===== src/rtl/ahb_burst_master.sv =====
// ahb_burst_master
//   Command-driven AHB-Lite master. One accepted command becomes one complete
//   burst (SINGLE, INCR with length, INCR4/8/16, WRAP4/8/16) with pipelined
//   address/data phases, HREADY stall handling and two-cycle ERROR handling.
//
// Ports
//   clk, reset        clock, asynchronous active-low reset
//   cmd_*_i / cmd_ready_o
//                     command interface. A command is taken on a cycle where
//                     cmd_valid_i && cmd_ready_o; cmd_ready_o is high only in
//                     IDLE, and cmd_valid_i must hold its fields stable until
//                     that cycle.
//   wdata_i / wdata_req_o
//                     write data source; wdata_req_o marks the cycle wdata_i
//                     is captured into HWDATA.
//   rdata_o / rdata_valid_o
//                     read data, one pulse per completed read beat.
//   done_o / err_o    end-of-command pulse; err_o qualifies it.
//   h*_o / h*_i       AHB-Lite master signals.
module ahb_burst_master #(
  parameter int ADDR_WIDTH   = 32,
  parameter int DATA_WIDTH   = 32,
  parameter int HBURST_WIDTH = 3
) (
  input  logic                    clk,
  input  logic                    reset,
  input  logic                    cmd_valid_i,
  output logic                    cmd_ready_o,
  input  logic [ADDR_WIDTH-1:0]   cmd_addr_i,
  input  logic [HBURST_WIDTH-1:0] cmd_burst_i,
  input  logic [2:0]              cmd_size_i,
  input  logic                    cmd_write_i,
  input  logic [4:0]              cmd_len_i,
  input  logic [DATA_WIDTH-1:0]   wdata_i,
  output logic                    wdata_req_o,
  output logic [DATA_WIDTH-1:0]   rdata_o,
  output logic                    rdata_valid_o,
  output logic                    done_o,
  output logic                    err_o,
  output logic [ADDR_WIDTH-1:0]   haddr_o,
  output logic [1:0]              htrans_o,
  output logic [HBURST_WIDTH-1:0] hburst_o,
  output logic [2:0]              hsize_o,
  output logic                    hwrite_o,
  output logic [DATA_WIDTH-1:0]   hwdata_o,
  input  logic                    hready_i,
  input  logic [DATA_WIDTH-1:0]   hrdata_i,
  input  logic                    hresp_i
);

  localparam logic [1:0] HT_IDLE   = 2'b00;
  localparam logic [1:0] HT_NONSEQ = 2'b10;
  localparam logic [1:0] HT_SEQ    = 2'b11;
  localparam logic [2:0] MAX_SIZE  = (DATA_WIDTH == 64) ? 3'd3 : 3'd2;
  localparam logic [ADDR_WIDTH-1:0] ONE = ADDR_WIDTH'(1);

  typedef enum logic [2:0] {
    S_IDLE, S_ADDR, S_BURST, S_LAST, S_ERR, S_DONE
  } state_t;

  state_t                  state_q;
  logic                    cmd_ready_q;
  logic [ADDR_WIDTH-1:0]   haddr_q;
  logic [1:0]              htrans_q;
  logic [HBURST_WIDTH-1:0] hburst_q;
  logic [2:0]              hsize_q;
  logic                    hwrite_q;
  logic [DATA_WIDTH-1:0]   hwdata_q;
  logic [DATA_WIDTH-1:0]   rdata_q;
  logic                    rdata_valid_q;
  logic                    done_q;
  logic                    err_q;
  logic [4:0]              beats_q;     // address phases still to be accepted
  logic                    wrap_q;
  logic                    undef_q;     // undefined-length INCR: 1KB rule applies
  logic [ADDR_WIDTH-1:0]   mask_q;      // wrap boundary minus one
  logic                    dphase_q;    // a data phase is in progress
  logic                    dwrite_q;    // direction of that data phase

  // Command decode
  logic [4:0]            cmd_beats;
  logic                  cmd_wrap;
  logic                  cmd_illegal;
  logic [ADDR_WIDTH-1:0] cmd_mask;
  logic [ADDR_WIDTH-1:0] cmd_align;

  always_comb begin
    cmd_beats = 5'd1;
    case (cmd_burst_i[2:0])
      3'b000:  cmd_beats = 5'd1;
      3'b001:  cmd_beats = (cmd_len_i == 5'd0) ? 5'd1 :
                           (cmd_len_i > 5'd16) ? 5'd16 : cmd_len_i;
      default: cmd_beats = 5'd2 << cmd_burst_i[2:1];   // 01->4, 10->8, 11->16
    endcase
    cmd_wrap    = !cmd_burst_i[0] && (cmd_burst_i[2:1] != 2'b00);
    cmd_illegal = cmd_size_i > MAX_SIZE;
    cmd_mask    = (ADDR_WIDTH'(cmd_beats) << cmd_size_i) - ONE;
    cmd_align   = cmd_addr_i & ~((ONE << cmd_size_i) - ONE);
  end

  // Next beat address and the 1KB crossing test
  logic [ADDR_WIDTH-1:0] incr_addr;
  logic [ADDR_WIDTH-1:0] next_addr;
  logic                  cross_1k;

  always_comb begin
    incr_addr = haddr_q + (ONE << hsize_q);
    next_addr = wrap_q ? ((haddr_q & ~mask_q) | (incr_addr & mask_q)) : incr_addr;
    cross_1k  = undef_q && (next_addr[9:0] == 10'd0);
  end

  // An address phase is taken on HREADY unless the ongoing data phase is
  // erroring (in which case the pending address is dropped).
  logic addr_acc;
  logic data_ok;
  assign addr_acc    = htrans_q[1] && hready_i && !(dphase_q && hresp_i);
  assign data_ok     = dphase_q && hready_i && !hresp_i;
  assign wdata_req_o = addr_acc && hwrite_q;

  always_ff @(posedge clk or negedge reset) begin
    if (!reset) begin
      state_q       <= S_IDLE;
      cmd_ready_q   <= 1'b0;
      haddr_q       <= '0;
      htrans_q      <= HT_IDLE;
      hburst_q      <= '0;
      hsize_q       <= '0;
      hwrite_q      <= 1'b0;
      hwdata_q      <= '0;
      rdata_q       <= '0;
      rdata_valid_q <= 1'b0;
      done_q        <= 1'b0;
      err_q         <= 1'b0;
      beats_q       <= '0;
      wrap_q        <= 1'b0;
      undef_q       <= 1'b0;
      mask_q        <= '0;
      dphase_q      <= 1'b0;
      dwrite_q      <= 1'b0;
    end else begin
      rdata_valid_q <= 1'b0;
      done_q        <= 1'b0;
      err_q         <= 1'b0;

      if (data_ok && !dwrite_q) begin
        rdata_q       <= hrdata_i;
        rdata_valid_q <= 1'b1;
      end
      if (dphase_q && hready_i) dphase_q <= 1'b0;
      if (addr_acc) begin
        dphase_q <= 1'b1;
        dwrite_q <= hwrite_q;
        if (hwrite_q) hwdata_q <= wdata_i;
      end

      case (state_q)
        S_IDLE: begin
          cmd_ready_q <= 1'b1;
          if (cmd_valid_i && cmd_ready_q) begin
            cmd_ready_q <= 1'b0;
            if (cmd_illegal) begin
              state_q <= S_DONE;
              done_q  <= 1'b1;
              err_q   <= 1'b1;
            end else begin
              state_q  <= S_ADDR;
              haddr_q  <= cmd_align;
              htrans_q <= HT_NONSEQ;
              hburst_q <= cmd_burst_i;
              hsize_q  <= cmd_size_i;
              hwrite_q <= cmd_write_i;
              beats_q  <= cmd_beats;
              wrap_q   <= cmd_wrap;
              undef_q  <= (cmd_burst_i[2:0] == 3'b001);
              mask_q   <= cmd_mask;
            end
          end
        end
        S_ADDR, S_BURST: begin
          if (dphase_q && hresp_i) begin
            htrans_q <= HT_IDLE;
            if (hready_i) begin
              state_q <= S_DONE;
              done_q  <= 1'b1;
              err_q   <= 1'b1;
            end else begin
              state_q <= S_ERR;
            end
          end else if (addr_acc) begin
            beats_q <= beats_q - 5'd1;
            if (beats_q == 5'd1) begin
              htrans_q <= HT_IDLE;
              state_q  <= S_LAST;
            end else begin
              haddr_q  <= next_addr;
              htrans_q <= cross_1k ? HT_NONSEQ : HT_SEQ;
              state_q  <= S_BURST;
            end
          end
        end
        S_LAST: begin
          if (hresp_i) begin
            if (hready_i) begin
              state_q <= S_DONE;
              done_q  <= 1'b1;
              err_q   <= 1'b1;
            end else begin
              state_q <= S_ERR;
            end
          end else if (hready_i) begin
            state_q <= S_DONE;
            done_q  <= 1'b1;
          end
        end
        S_ERR: begin
          if (hready_i) begin
            state_q <= S_DONE;
            done_q  <= 1'b1;
            err_q   <= 1'b1;
          end
        end
        S_DONE: begin
          state_q     <= S_IDLE;
          cmd_ready_q <= 1'b1;
        end
        default: state_q <= S_IDLE;
      endcase
    end
  end

  assign cmd_ready_o   = cmd_ready_q;
  assign haddr_o       = haddr_q;
  assign htrans_o      = htrans_q;
  assign hburst_o      = hburst_q;
  assign hsize_o       = hsize_q;
  assign hwrite_o      = hwrite_q;
  assign hwdata_o      = hwdata_q;
  assign rdata_o       = rdata_q;
  assign rdata_valid_o = rdata_valid_q;
  assign done_o        = done_q;
  assign err_o         = err_q;

endmodule


===== config.mk =====
export PLATFORM = sky130hd
export DESIGN_NAME = ahb_burst_master
export DESIGN_NICKNAME = d
export VERILOG_FILES = /design/src/rtl/ahb_burst_master.sv
export SDC_FILE = /design/constraint.sdc
export NUM_CORES = 1
export LEC_CHECK = 0
export CAP_MARGIN = 30
export CORE_MARGIN = 3
export CORE_UTILIZATION = 49
export DETAILED_ROUTE_END_ITERATION = 8
export GPL_TIMING_DRIVEN = 0
export PLACE_DENSITY = 0.78
export SYNTH_ARGS = -nofsm -noshare
export SYNTH_HDL_FRONTEND = slang
export SYNTH_SLANG_ARGS = --single-unit

===== constraint.sdc =====
create_clock -name clk -period 3.5 [get_ports clk]
set_clock_uncertainty 0.1 [all_clocks]
set_input_delay 0.525 -clock clk [delete_from_list [all_inputs] [get_ports clk]]
set_output_delay 0.525 -clock clk [all_outputs]
set_load 0.01 [all_outputs]

==> out/results.ini <==
[yosys]
yosys_most_used_dff=dfrtp_1
synth-edff-count=0
synthTopCellsByArea=dfrtp_1 45%, nand2_1 7.9%, mux2_2 4.8%, o21ai_0 3.6%, nor2_1 3.0%
synthTopCellsByCount=168 x nand2_1, 144 x dfrtp_1, 64 x nor2_1
syn_nets=1004
ys_seq_area_frac=0.449
synth_seq_cells=144
synth_area_mm2=0.00802
async_flop_share=1.00
synth_top_area_frac=0.449
synth_cell_types=80
yosysWarnings=0
yosysTopAreaCell=dfrtp_1
synth_cells=877
postSynthAreaPerCell_um2=9.15
yosysMostFrequentCell=nand2_1

[timing]
whs_ns=-0.0145
tightest_slew_ns=0.866
finalCritPeriodShare=0.940
setup-violations-final=0
rsz0062_at_grt=no
hold_viol=10
fin_crit_ns=3.29
drv_slew=0
fmax_mhz=304
slew-limit-headroom=0.422

[global_route]
grt_max_degree=83
grt_pass1_wl_um=41100
antenna_found_initial=0
grt-ovfl-total=0
globalRouteMet3Util=0.119
grt_pass1_vias=7723
grt_usage=0.290
gr-max-usage-layer=met2
grtUsageMet1=0.355
grt_util_met2=0.469

[critical_path]
slowest_delay_ns=0.57
critPathKind=flip-flop to flip-flop
crit_arrival_ns=3.54
critPathSlowestCell=o31ai_1
critPathLaunchType=flip-flop
endpoint_kind=flip-flop
required_ns=3.75
reg2reg_slack_ns=0.21
reg2reg_depth=10
crit_path_max_fanout=10
path_cells=clkbuf_1 > nor3b_1 > ha_1 > nor2b_1 > o31a_1 > o31ai_1 > buf_2 > nor3_1 > o221a_2 > o22ai_1
timing.rr.start=hsize_o[1]

[die]
dieArea_mm2=0.0179
core_mm2=0.0159
io_pins=223
chipWidth_um=134
die_h_um=134
rows=46
initial_utilization=0.503

[route]
drcViolationCount=0
viasPerCell=5.82
drtAntennaViolNets=0
wl_um=25800
drt_iter0_drc=839
wl_per_cell_um=19.2
vias=7819
dr.pass1.iters=7

[power_and_ir_drop]
p_int_w=0.00571
power_density_mw_per_mm2=865
p_leak_nw=4.75
power_switching_w=0.00389
p_sw_frac=0.405
comb_power_share=0.487
clock_power_share=0.198
peakVddDrop_mv=0.604
seqPwrFrac=0.315
total_power_w=0.00961

[run]
max_cap_viol_count=0

[cts]
h-tree-depth=4
clk_latency_ns=0.43
cts_buffers=17
cts.reportedPaths.clkPinSlew_ns=0.06
ctsRootBufferMaster=clkbuf_16
clkSinkCount=144
clock_path_buffers=2
cts_tree=yes

[final_layout]
area_growth_pct=38.4
nets=1241
antennaDiodeCount=0
drive_gt1_frac=0.0949
stdcell_area_mm2=0.0111

[hold_path]
hold_class=input pin to async pin

[place]
portBuffers=216
gp_congestion=0.934
placed_cell_area_mm2=0.0105
dpl.hpwl_um=18700

[outcome]
violations=hold timing
status=finished with violations

## metal layers
layer  wire length [um]  vias up
li1                   -     3651
met4                507        0
met1               9960     3700
met3               3130       51
met5                  0        -
met2              12200      417
## cell usage in the layout, fill, tap and decap left out, drive strengths merged, types with 4 or more instances in the layout
master | Yosys | layout
and4 | 5 | 5
o31ai | 7 | 7
and3 | 5 | 5
nor3 | 11 | 11
a22o | 10 | 10
nor4 | 9 | 9
o221ai | 13 | 13
clkdlybuf4s50 | 0 | 215
ha | 13 | 13
nor3b | 6 | 6
a21o | 15 | 15
nand4 | 10 | 10
o211ai | 11 | 11
nor2b | 7 | 7
o21a | 4 | 4
nand3 | 18 | 18
nand2b | 11 | 11
a21oi | 37 | 37
nand3b | 5 | 5
o2bb2ai | 8 | 8
clkinv | 2 | 6
a31oi | 6 | 6
clkbuf | 34 | 52
o22ai | 7 | 7
nand2 | 169 | 169
a2111oi | 8 | 8
mux2i | 5 | 5
o21ai | 65 | 65
mux2 | 34 | 34
xor2 | 4 | 4
and2 | 9 | 9
a211oi | 12 | 12
buf | 17 | 20
dfrtp | 144 | 144
inv | 27 | 34
a221o | 4 | 4
a22oi | 11 | 11
xnor2 | 5 | 5
nor2 | 64 | 64
## how the worst max path moves through the flow
stage,from,to,slack (ns),cells after the start
2_1_floorplan,hsize_o[1],flip-flop,0.63,12
3_3_place_gp,reset,rdata_o[2],-4.22,1
3_5_place_dp,cmd_len_i[4],mask_q[30],0.18,10
4_1_cts,hsize_o[1],flip-flop,0.23,12
5_1_grt,hsize_o[1],flip-flop,0.005,11
6_report,hsize_o[1],flip-flop,0.21,10
## layout make-up
cell class	count	area [um^2]
inverter	29	114
clock inverter	14	169
sequential	144	3600
buffer	51	225
clock buffer	18	439
tap	216	270
timing repair buffer	218	2200
fill	1270	4840
multi-input combinational	653	4080
## metrics by stage
stage / setup WS [ns] / util / std cells / setup TNS (ns)
2_1_floorplan: 0.631 / - / 877 / 0
3_3_place_gp: -4.22 / 0.656 / 1309 / -605.92
3_5_place_dp: 0.176 / 0.658 / 1311 / 0
4_1_cts: 0.228 / 0.696 / 1343 / 0
5_1_grt: 0.00464 / 0.696 / 1343 / 0
6_report: 0.209 / 0.696 / 1343 / 0
## power groups by stage
| stage | Clock (W) | Sequential, W | Combinational [W] |
|---|---|---|---|
| after floorplan | 0 | 0.00319 | 0.00220 |
| after global placement | 0 | 0.00301 | 0.00455 |
| after detailed placement | 0 | 0.00303 | 0.00462 |
| after CTS | 0.00193 | 0.00302 | 0.00466 |
| after global routing | 0.00200 | 0.00313 | 0.00511 |
| final | 0.00190 | 0.00303 | 0.00468 |
## cells by family after synthesis
group / synth area share
XOR/XNOR: 0.00983
multiplexers: 0.0540
AND/OR/NAND/NOR: 0.201
flip-flops: 0.449
AO/OA/AOI/OAI: 0.221
buffers and inverters: 0.0423
adder cells (fa/ha/maj): 0.0228
## critical path, delay by kind of cell, from the launching register on
kind | cells | cell delay (ns)
AOI/OAI and AO/OA | 4 | 1.25
adders and majority gates | 1 | 0.31
buffers and inverters | 2 | 0.69
and+or+nand+nor | 3 | 0.51
DFF | 1 | 0.34
## repair_timing
item,in CTS,in global routing
resized for setup,0,1
hold buffers,0,0
endpoints found under the setup margin,0,1
buffers inserted,0,0
Power figures use the tool's default switching activity.
